===== config.mk =====
export PLATFORM = sky130hd
export DESIGN_NAME = present_ctrl
export DESIGN_NICKNAME = d
export VERILOG_FILES = /design/src/rtl/present_pkg.sv /design/src/rtl/present_round.sv /design/src/rtl/present_ctrl.sv
export SDC_FILE = /design/constraint.sdc
export NUM_CORES = 1
export LEC_CHECK = 0
export ABC_AREA = 1
export BUFFER_PORTS_ARGS = -buffer_cell sky130_fd_sc_hd__buf_4
export CORE_UTILIZATION = 56
export DETAILED_ROUTE_END_ITERATION = 7
export GPL_TIMING_DRIVEN = 0
export PLACE_DENSITY = 0.81
export SYNTH_ARGS = -nofsm -noshare
export SYNTH_HDL_FRONTEND = slang
export SYNTH_SLANG_ARGS = --single-unit
export TNS_END_PERCENT = 20

===== constraint.sdc =====
create_clock -name clk -period 9.1 [get_ports clk]
set_input_delay 1.365 -clock clk [delete_from_list [all_inputs] [get_ports clk]]
set_output_delay 1.365 -clock clk [all_outputs]
set_load 0.02 [all_outputs]

===== src/rtl/present_pkg.sv =====
// Shared PRESENT-80 definitions: FSM encoding, widths, S-box and pLayer helpers.
package present_pkg;

  localparam int BLOCK_W = 64;
  localparam int KEY_W   = 80;
  localparam int ROUND_W = 5;
  localparam logic [ROUND_W-1:0] ROUNDS = 5'd31;

  typedef enum logic [1:0] {
    IDLE  = 2'd0,
    RUN   = 2'd1,
    FINAL = 2'd2
  } fsm_t;

  function automatic logic [3:0] sbox4(input logic [3:0] x);
    logic [3:0] y;
    case (x)
      4'h0: y = 4'hC;
      4'h1: y = 4'h5;
      4'h2: y = 4'h6;
      4'h3: y = 4'hB;
      4'h4: y = 4'h9;
      4'h5: y = 4'h0;
      4'h6: y = 4'hA;
      4'h7: y = 4'hD;
      4'h8: y = 4'h3;
      4'h9: y = 4'hE;
      4'hA: y = 4'hF;
      4'hB: y = 4'h8;
      4'hC: y = 4'h4;
      4'hD: y = 4'h7;
      4'hE: y = 4'h1;
      default: y = 4'h2;
    endcase
    return y;
  endfunction

  // Bit i moves to position 16*i mod 63; bit 63 stays put.
  function automatic logic [BLOCK_W-1:0] p_layer(input logic [BLOCK_W-1:0] x);
    logic [BLOCK_W-1:0] y;
    y = '0;
    y[63] = x[63];
    for (int i = 0; i < 63; i++) begin
      y[6'((16 * i) % 63)] = x[6'(i)];
    end
    return y;
  endfunction

endpackage


===== src/rtl/present_round.sv =====
// Combinational PRESENT-80 round: addRoundKey, sBoxLayer, pLayer and key schedule step.
module present_round
  import present_pkg::*;
(
  input  logic [BLOCK_W-1:0] state,
  input  logic [KEY_W-1:0]   keyreg,
  input  logic [ROUND_W-1:0] round,
  output logic [BLOCK_W-1:0] next_state,
  output logic [KEY_W-1:0]   next_key
);

  logic [BLOCK_W-1:0] mixed;
  logic [BLOCK_W-1:0] sboxed;
  logic [KEY_W-1:0]   rotated;

  assign mixed = state ^ keyreg[79:16];

  for (genvar n = 0; n < 16; n++) begin : g_sbox
    assign sboxed[4*n +: 4] = sbox4(mixed[4*n +: 4]);
  end

  assign next_state = p_layer(sboxed);

  // Rotate left by 61, substitute the top nibble, then fold in the round counter.
  assign rotated  = {keyreg[18:0], keyreg[79:19]};
  assign next_key = {sbox4(rotated[79:76]), rotated[75:20],
                     rotated[19:15] ^ round, rotated[14:0]};

endmodule


===== src/rtl/present_ctrl.sv =====
// Iterative PRESENT-80 sequencer, one round per clock. Optional abort input under PRESENT_ABORT_EN.
module present_ctrl
  import present_pkg::*;
(
  input  logic               clk,
  input  logic               rst,
  input  logic               start,
`ifdef PRESENT_ABORT_EN
  input  logic               abort,
`endif
  input  logic [BLOCK_W-1:0] plaintext,
  input  logic [KEY_W-1:0]   keys,
  output logic               ready,
  output logic               busy,
  output logic               done,
  output logic [BLOCK_W-1:0] result,
  output logic [ROUND_W-1:0] round
);

  fsm_t               fsm;
  logic [BLOCK_W-1:0] state;
  logic [KEY_W-1:0]   keyreg;
  logic [BLOCK_W-1:0] next_state;
  logic [KEY_W-1:0]   next_key;
  logic               abort_req;

`ifdef PRESENT_ABORT_EN
  assign abort_req = abort;
`else
  assign abort_req = 1'b0;
`endif

  present_round u_round (
    .state      (state),
    .keyreg     (keyreg),
    .round      (round),
    .next_state (next_state),
    .next_key   (next_key)
  );

  // The counter holds at ROUNDS through FINAL rather than rolling over to 0.
  always_ff @(posedge clk or posedge rst) begin
    if (rst) begin
      fsm    <= IDLE;
      state  <= '0;
      keyreg <= '0;
      round  <= '0;
      result <= '0;
      done   <= 1'b0;
      ready  <= 1'b1;
      busy   <= 1'b0;
    end else begin
      done <= 1'b0;
      case (fsm)
        IDLE: begin
          if (start) begin
            state  <= plaintext;
            keyreg <= keys;
            round  <= 5'd1;
            fsm    <= RUN;
            ready  <= 1'b0;
            busy   <= 1'b1;
          end
        end
        RUN: begin
          if (abort_req) begin
            round <= '0;
            fsm   <= IDLE;
            ready <= 1'b1;
            busy  <= 1'b0;
          end else begin
            state  <= next_state;
            keyreg <= next_key;
            if (round == ROUNDS) begin
              fsm <= FINAL;
            end else begin
              round <= round + 5'd1;
            end
          end
        end
        FINAL: begin
          result <= state ^ keyreg[79:16];
          done   <= 1'b1;
          round  <= '0;
          fsm    <= IDLE;
          ready  <= 1'b1;
          busy   <= 1'b0;
        end
        default: begin
          fsm   <= IDLE;
          ready <= 1'b1;
          busy  <= 1'b0;
        end
      endcase
    end
  end

endmodule


# Word level (Yosys, flattened, before mapping)

Memories as Yosys holds them, arrays and structs flattened.
Index checks and enable logic that the tools add are counted.

Memory bits (writable): 0
Bits in registers: 218
Latch bits: 0
Memories: 10
Word-level logic and storage cells: 50
Bits in read-only memories: 640

Memories:

| memory           | words | width | rd ports | clocked after Yosys merged registers in | wr ports | RTL line          | text |
|---|---|---|---|---|---|---|---|
| (name not given) | 16    | 4     | 1        | 0                                       | 0        | present_pkg.sv:17 | `case (x)` |
| (name not given) | 16    | 4     | 1        | 0                                       | 0        | present_pkg.sv:17 |  |
| (name not given) | 16    | 4     | 1        | 0                                       | 0        | present_pkg.sv:17 |  |
| (name not given) | 16    | 4     | 1        | 0                                       | 0        | present_pkg.sv:17 |  |
| (name not given) | 16    | 4     | 1        | 0                                       | 0        | present_pkg.sv:17 |  |
| (name not given) | 16    | 4     | 1        | 0                                       | 0        | present_pkg.sv:17 |  |
| +4 memories      | -     | -     | -        | -                                       | -        | -                 |  |

Bitwise gates (word level): 3
Add/subtract/negate cells: 1
Reductions and logical operators: 7
Equal/unequal tests: 6
Multipliers: 0
Mux-type cells: 15
Div/mod/pow operators: 0
Shift-type cells: 0
Order comparisons: 0

Operators with widths:

| kind                                                                  | number |
|---|---|
| 80-bit case mux with 2 select lines                                   | 1 |
| 64-bit case mux with 2 select lines                                   | 1 |
| 80-bit two-way mux                                                    | 1 |
| 64-bit two-way mux                                                    | 1 |
| 64-bit XOR                                                            | 1 |
| 5-bit case mux with 3 select lines                                    | 1 |
| 5-bit two-way mux                                                     | 2 |
| 2-bit inequality test, second input constant                          | 3 |
| 2-bit AND reduction                                                   | 3 |
| 5-bit by 1-bit adder with 5-bit output, second input constant         | 1 |
| 5-bit equality test, second input constant                            | 1 |
| 5-bit XOR                                                             | 1 |
| 2-bit two-way mux                                                     | 2 |
| 1-bit case mux with 2 select lines                                    | 2 |
| 2-bit case mux with 2 select lines                                    | 1 |
| 1-bit two-way mux                                                     | 3 |
| 3-bit AND reduction                                                   | 1 |
| 3-bit nonzero test                                                    | 1 |
| 2-bit by 1-bit equality test with 1-bit output, second input constant | 1 |
| 2-bit equality test, second input constant                            | 1 |
| 2-bit zero test                                                       | 1 |
| 2-bit nonzero test                                                    | 1 |
| 1-bit inverter                                                        | 1 |

# Longest topological paths before layout

Depth in word-level cells: 3
Mapped depth: 13

# By module

A second synthesis with hierarchy kept.

Cells, all modules: 1864
Area total of the unflattened synthesis: 13185.1 um^2

Modules (own cells, without submodules):

| module        | area each (um^2) | cells an instance | times used |
|---|---|---|---|
| present_ctrl  | 10790.3          | 1430              | 1 |
| present_round | 2394.8           | 434               | 1 |

# Worst setup path after synthesis

Ideal clock, no wire load.

Path type: input port to flip-flop
Start point: in start
End point: reg keyreg[34]
Arrival: 2.159 ns
Cell stages on the path: 8
Setup time: 0.127 ns
Slack: 6.814 ns
Required time: 8.973 ns
Buffers on the path: 2
Cells stage by stage: nor2_2 inv_2 nand2_2 inv_2 buf_4 buf_2 o211ai_1 o21ai_1

Cells in the longest elaborated chain, start to end: 2

RTL lines:

| item                                   | RTL line           | text |
|---|---|---|
| start, declared                        | present_ctrl.sv:7  | `input logic start,` |
| 2-bit inequality test (no source line) | -                  |  |
| 2-bit AND reduction (no source line)   | -                  |  |
| end signal, assigned                   | present_ctrl.sv:58 | `keyreg <= keys;` |
| end signal, assigned                   | present_ctrl.sv:73 | `keyreg <= next_key;` |
| end, declared                          | present_ctrl.sv:22 | `logic [KEY_W-1:0] keyreg;` |

Every way passes these cells.
A chain may end at the register's enable or synchronous reset.

# Worst setup path in the final report

Start point: reg ready
End point: out ready

RTL lines:

| item                   | RTL line           | text |
|---|---|---|
| start, declared        | present_ctrl.sv:13 | `output logic ready,` |
| start signal, assigned | present_ctrl.sv:50 | `ready <= 1'b1;` |
| start signal, assigned | present_ctrl.sv:61 | `ready <= 1'b0;` |
| start signal, assigned | present_ctrl.sv:69 | `ready <= 1'b1;` |

No word-level cell between the ends.

==> qor.csv <==
stage,metric,value,unit
run_status,status,finished clean,
power,Static Leak,7.039,nW
die,Initial Util,57.92,%
timing,final worst setup slack,6.512,ns
yosys,Simple-Gate Fraction of Synth Area,23.23,%
yosys,Compound-Gate Fraction of Synth Area,13.78,%
timing,min Tclk post-route,2.588,ns
finish,Antenna Diode Count,0,
timing,fin crit share,28.43,%
clock_network,"CTS clk-pin slew, worst paths",0.06,ns
yosys,Post-Synth XOR/XNOR Area,3.111,%
clock_network,post-CTS setup buffer count,0,
yosys,post-synthesis adder-cell area fraction,2.849,%
clock_network,CTS Sinks,218,
yosys,Syn Area/Cell,7.985,um^2
worst_setup_path,"Cell Chain, Critical Path",buf_4,
timing,Hold Slack,0.4841,ns
worst_setup_path,Worst Setup SP,ready,
finish,Seq. cell area,5456,um^2
job,Max Cap Violations,0,
worst_setup_path,reg2reg end,state[11],
finish,NumNets Final,1792,
yosys,Post-Syn Nets,1547,
min_path,worst hold-check path type,register to register,
worst_setup_path,WP buf/inv,1,
worst_setup_path,Worst R2R Start,fsm[0],
placement,placed cell area,12980,um^2
worst_setup_path,Setup crit start kind,register,
drt,average routed wire per standard cell,18.75,um
grt,initial antenna violation count,0,
power,VDD IR max,187.6,uV
finish,# fillers,1483,
timing,Worst Max-Slew Pin Slew,0.9011,ns
placement,post-DP HPWL,26400,um
worst_setup_path,CP top delay family,flip-flops,
yosys,number of synthesized register bits,218,
drt,drt drc,0,
drt,Starting DRT DRC Count,995,
clock_network,CTS Buf Count,24,
yosys,ys async rst share,100.0,%
die,Core Box Area,18960,um^2
die,Chip Height,142.0,um
yosys,"EDFF count, synth",0,
yosys,YS warnings,0,
min_path,worst min-delay path startpoint,result[3],
timing,Slew HR,39.92,%
worst_setup_path,crit path capture,ready,
finish,"Area growth, synth to finish",25.07,%
timing,RSZ-0062 raised after global routing,no,
grt,first-pass GRT wire length,54320,um
yosys,top_reg_cell synth,dfrtp_1,
drt,post-route ant nets,0,
worst_setup_path,Critical Path Sink Type,output port,
die,Row Count,50,
die,Ports,219,
power,Power Density,378.6,nW/um^2
clock_network,Resize count post-CTS,0,
timing,Final Hold Violating Endpoints,0,
yosys,Mapped Area,10980,um^2
grt,All-Layer GR Usage,35.71,%
clock_network,Max Buffers Root-to-Sink,3,
die,Die Wd,142.0,um
drt,vias after detailed routing,10801,
grt,pin count of the biggest net entering global routing,131,
clock_network,CTS tree,built,
timing,fin. max-slew vios,0,
drt,DRT Wirelength,35530,um
drt,drt first pass iters,8,
worst_setup_path,Worst R2R Path Depth,6,
placement,pre-CTS setup slack,6.321,ns
worst_setup_path,crit path DAT,1.22,ns
drt,vias per cell,5.700,
finish,area of the multi-input gates,4728,um^2
yosys,Synth area leader,dfrtp_1,
placement,Routability Congestion,0.9393,
clock_network,H-tree Lvls,1,
yosys,Post-synth top cells,"nand2_1 (457), dfrtp_1 (217), inv_1 (122)",
yosys,sequential share of the synthesized area,49.70,%
worst_setup_path,critical path type,register to output port,
worst_setup_path,max incr delay on CP,0.56,ns
yosys,Post-Syn Instances,1375,
timing,worst-case clock skew,0.01186,ns
grt,number of global-route vias before repair,10092,
worst_setup_path,flop-to-flop setup slack,6.78,ns
yosys,distinct cell type count after synthesis,28,
worst_setup_path,Worst EP required,7.74,ns
placement,port bufs,218,
worst_setup_path,"slowest stage cell, crit path",dfstp_2,
yosys,largest family of logic cells by synthesized area,simple AND/OR/NAND/NOR gates,
die,die area,20170,um^2
finish,final instance area,13730,um^2
timing,final setup fails,0,
timing,Highest Clock Rate,386.5,MHz
yosys,largest cells by area after synthesis,"dfrtp_1 (49%), nand2_1 (16%), inv_1 (4.2%)",
finish,layout cell share with drive strength beyond 1,18.17,%
yosys,most common cell in the netlist,nand2_1,
grt,"Remaining Overflow, GRT",0,
clock_network,"Clk Latency, worst-skew pair",0.52,ns
yosys,multiplexer area fraction after synthesis,0.1026,%
worst_setup_path,crit-path max FO,2,
clock_network,CTS Hold Bufs,0,
yosys,Yosys top cell area share,49.46,%
clock_network,clock root buffer,clkbuf_16,
worst_setup_path,number of stages on the worst setup path,1,
through the flow:
stage	util [%]	std cells	power, mW	TNS, ns
after CTS	72.44	1895	5.127	0
after global routing	72.44	1895	5.542	0
after global placement	68.27	1853	4.072	-104.37
after floorplan	-	1375	3.329	0
after detailed placement	68.46	1854	4.168	0
final	72.44	1895	5.199	0
registers in the layout, summed over array words and instances, names as in the netlist:
signal	count
fsm	2
result	64
ready	1
round	5
done	1
keyreg	80
state	64
busy	1
kinds of logic (layout without fill, tap and decap cells):
group	Yosys count	after routing
simple gates	651	651
compound gates	242	242
flops	218	218
buf+inv	199	459
xor+xnor	39	39
fa+ha+maj	25	25
mux	1	1
layer usage:
metal  vias up  part of all wire, %  routed length, um  track usage, %
met5         -                    0                  0               0
li1       4950                    -                  -               -
met2       653                   45              15850           55.73
met4         0                  5.1               1805           17.03
met3       115                   11               3873           7.066
met1      5083                   39              14000           48.01
worst min-delay path by stage:
| stage | to | slack (ns) | depth (start not counted) |
|---|---|---|---|
| after CTS | result[49] | 0.49 | 2 |
| after floorplan | state[63] | 0.47 | 2 |
| final | result[3] | 0.48 | 2 |
| after global routing | result[37] | 0.50 | 2 |
| after global placement | result[55] | 0.47 | 2 |
| after detailed placement | result[49] | 0.47 | 2 |
power breakdown:
group | total [mW] | internal [mW] | switching [mW]
Combinational | 2.56 | 0.893 | 1.67
Clock | 0.949 | 0.551 | 0.398
Sequential | 1.69 | 1.33 | 0.355
cell type report:
cell class              count  area share [%]
well taps                 260           2.369
multi-input cells         958           34.43
inverters                 126           3.499
clock buffers              38           5.349
clock inverters             3          0.1549
plain buffers              73           2.342
flip-flops and latches    218           39.74
repair buffers            219           12.12
cells in the final DEF (no fill, tap or decap), types with 2 or more instances in the layout:
| cell type | n |
|---|---|
| a32o_1 | 31 |
| clkbuf_1 | 41 |
| clkbuf_16 | 25 |
| nor2_1 | 121 |
| o22ai_1 | 7 |
| a22oi_1 | 2 |
| o211ai_1 | 27 |
| o21ai_0 | 83 |
| xnor2_1 | 32 |
| ha_1 | 25 |
| xor2_1 | 7 |
| o21ai_1 | 31 |
| buf_1 | 7 |
| dfrtp_1 | 217 |
| a31oi_1 | 52 |
| inv_2 | 4 |
| inv_8 | 2 |
| inv_1 | 121 |
| buf_4 | 221 |
| clkinv_2 | 2 |
| or2_2 | 2 |
| a21oi_1 | 9 |
| nand2_1 | 457 |
| nand3b_1 | 2 |
| nand3_1 | 66 |
| clkbuf_8 | 6 |
| buf_2 | 29 |
worst reg2reg max path, stage by stage (launching register included):
cell	delay, ns
dfrtp_1	0.42
inv_1	0.10
ha_1	0.32
clkbuf_1	0.53
clkbuf_1	0.59
nand3_1	0.18
o21ai_0	0.10
Power figures use the tool's default switching activity.
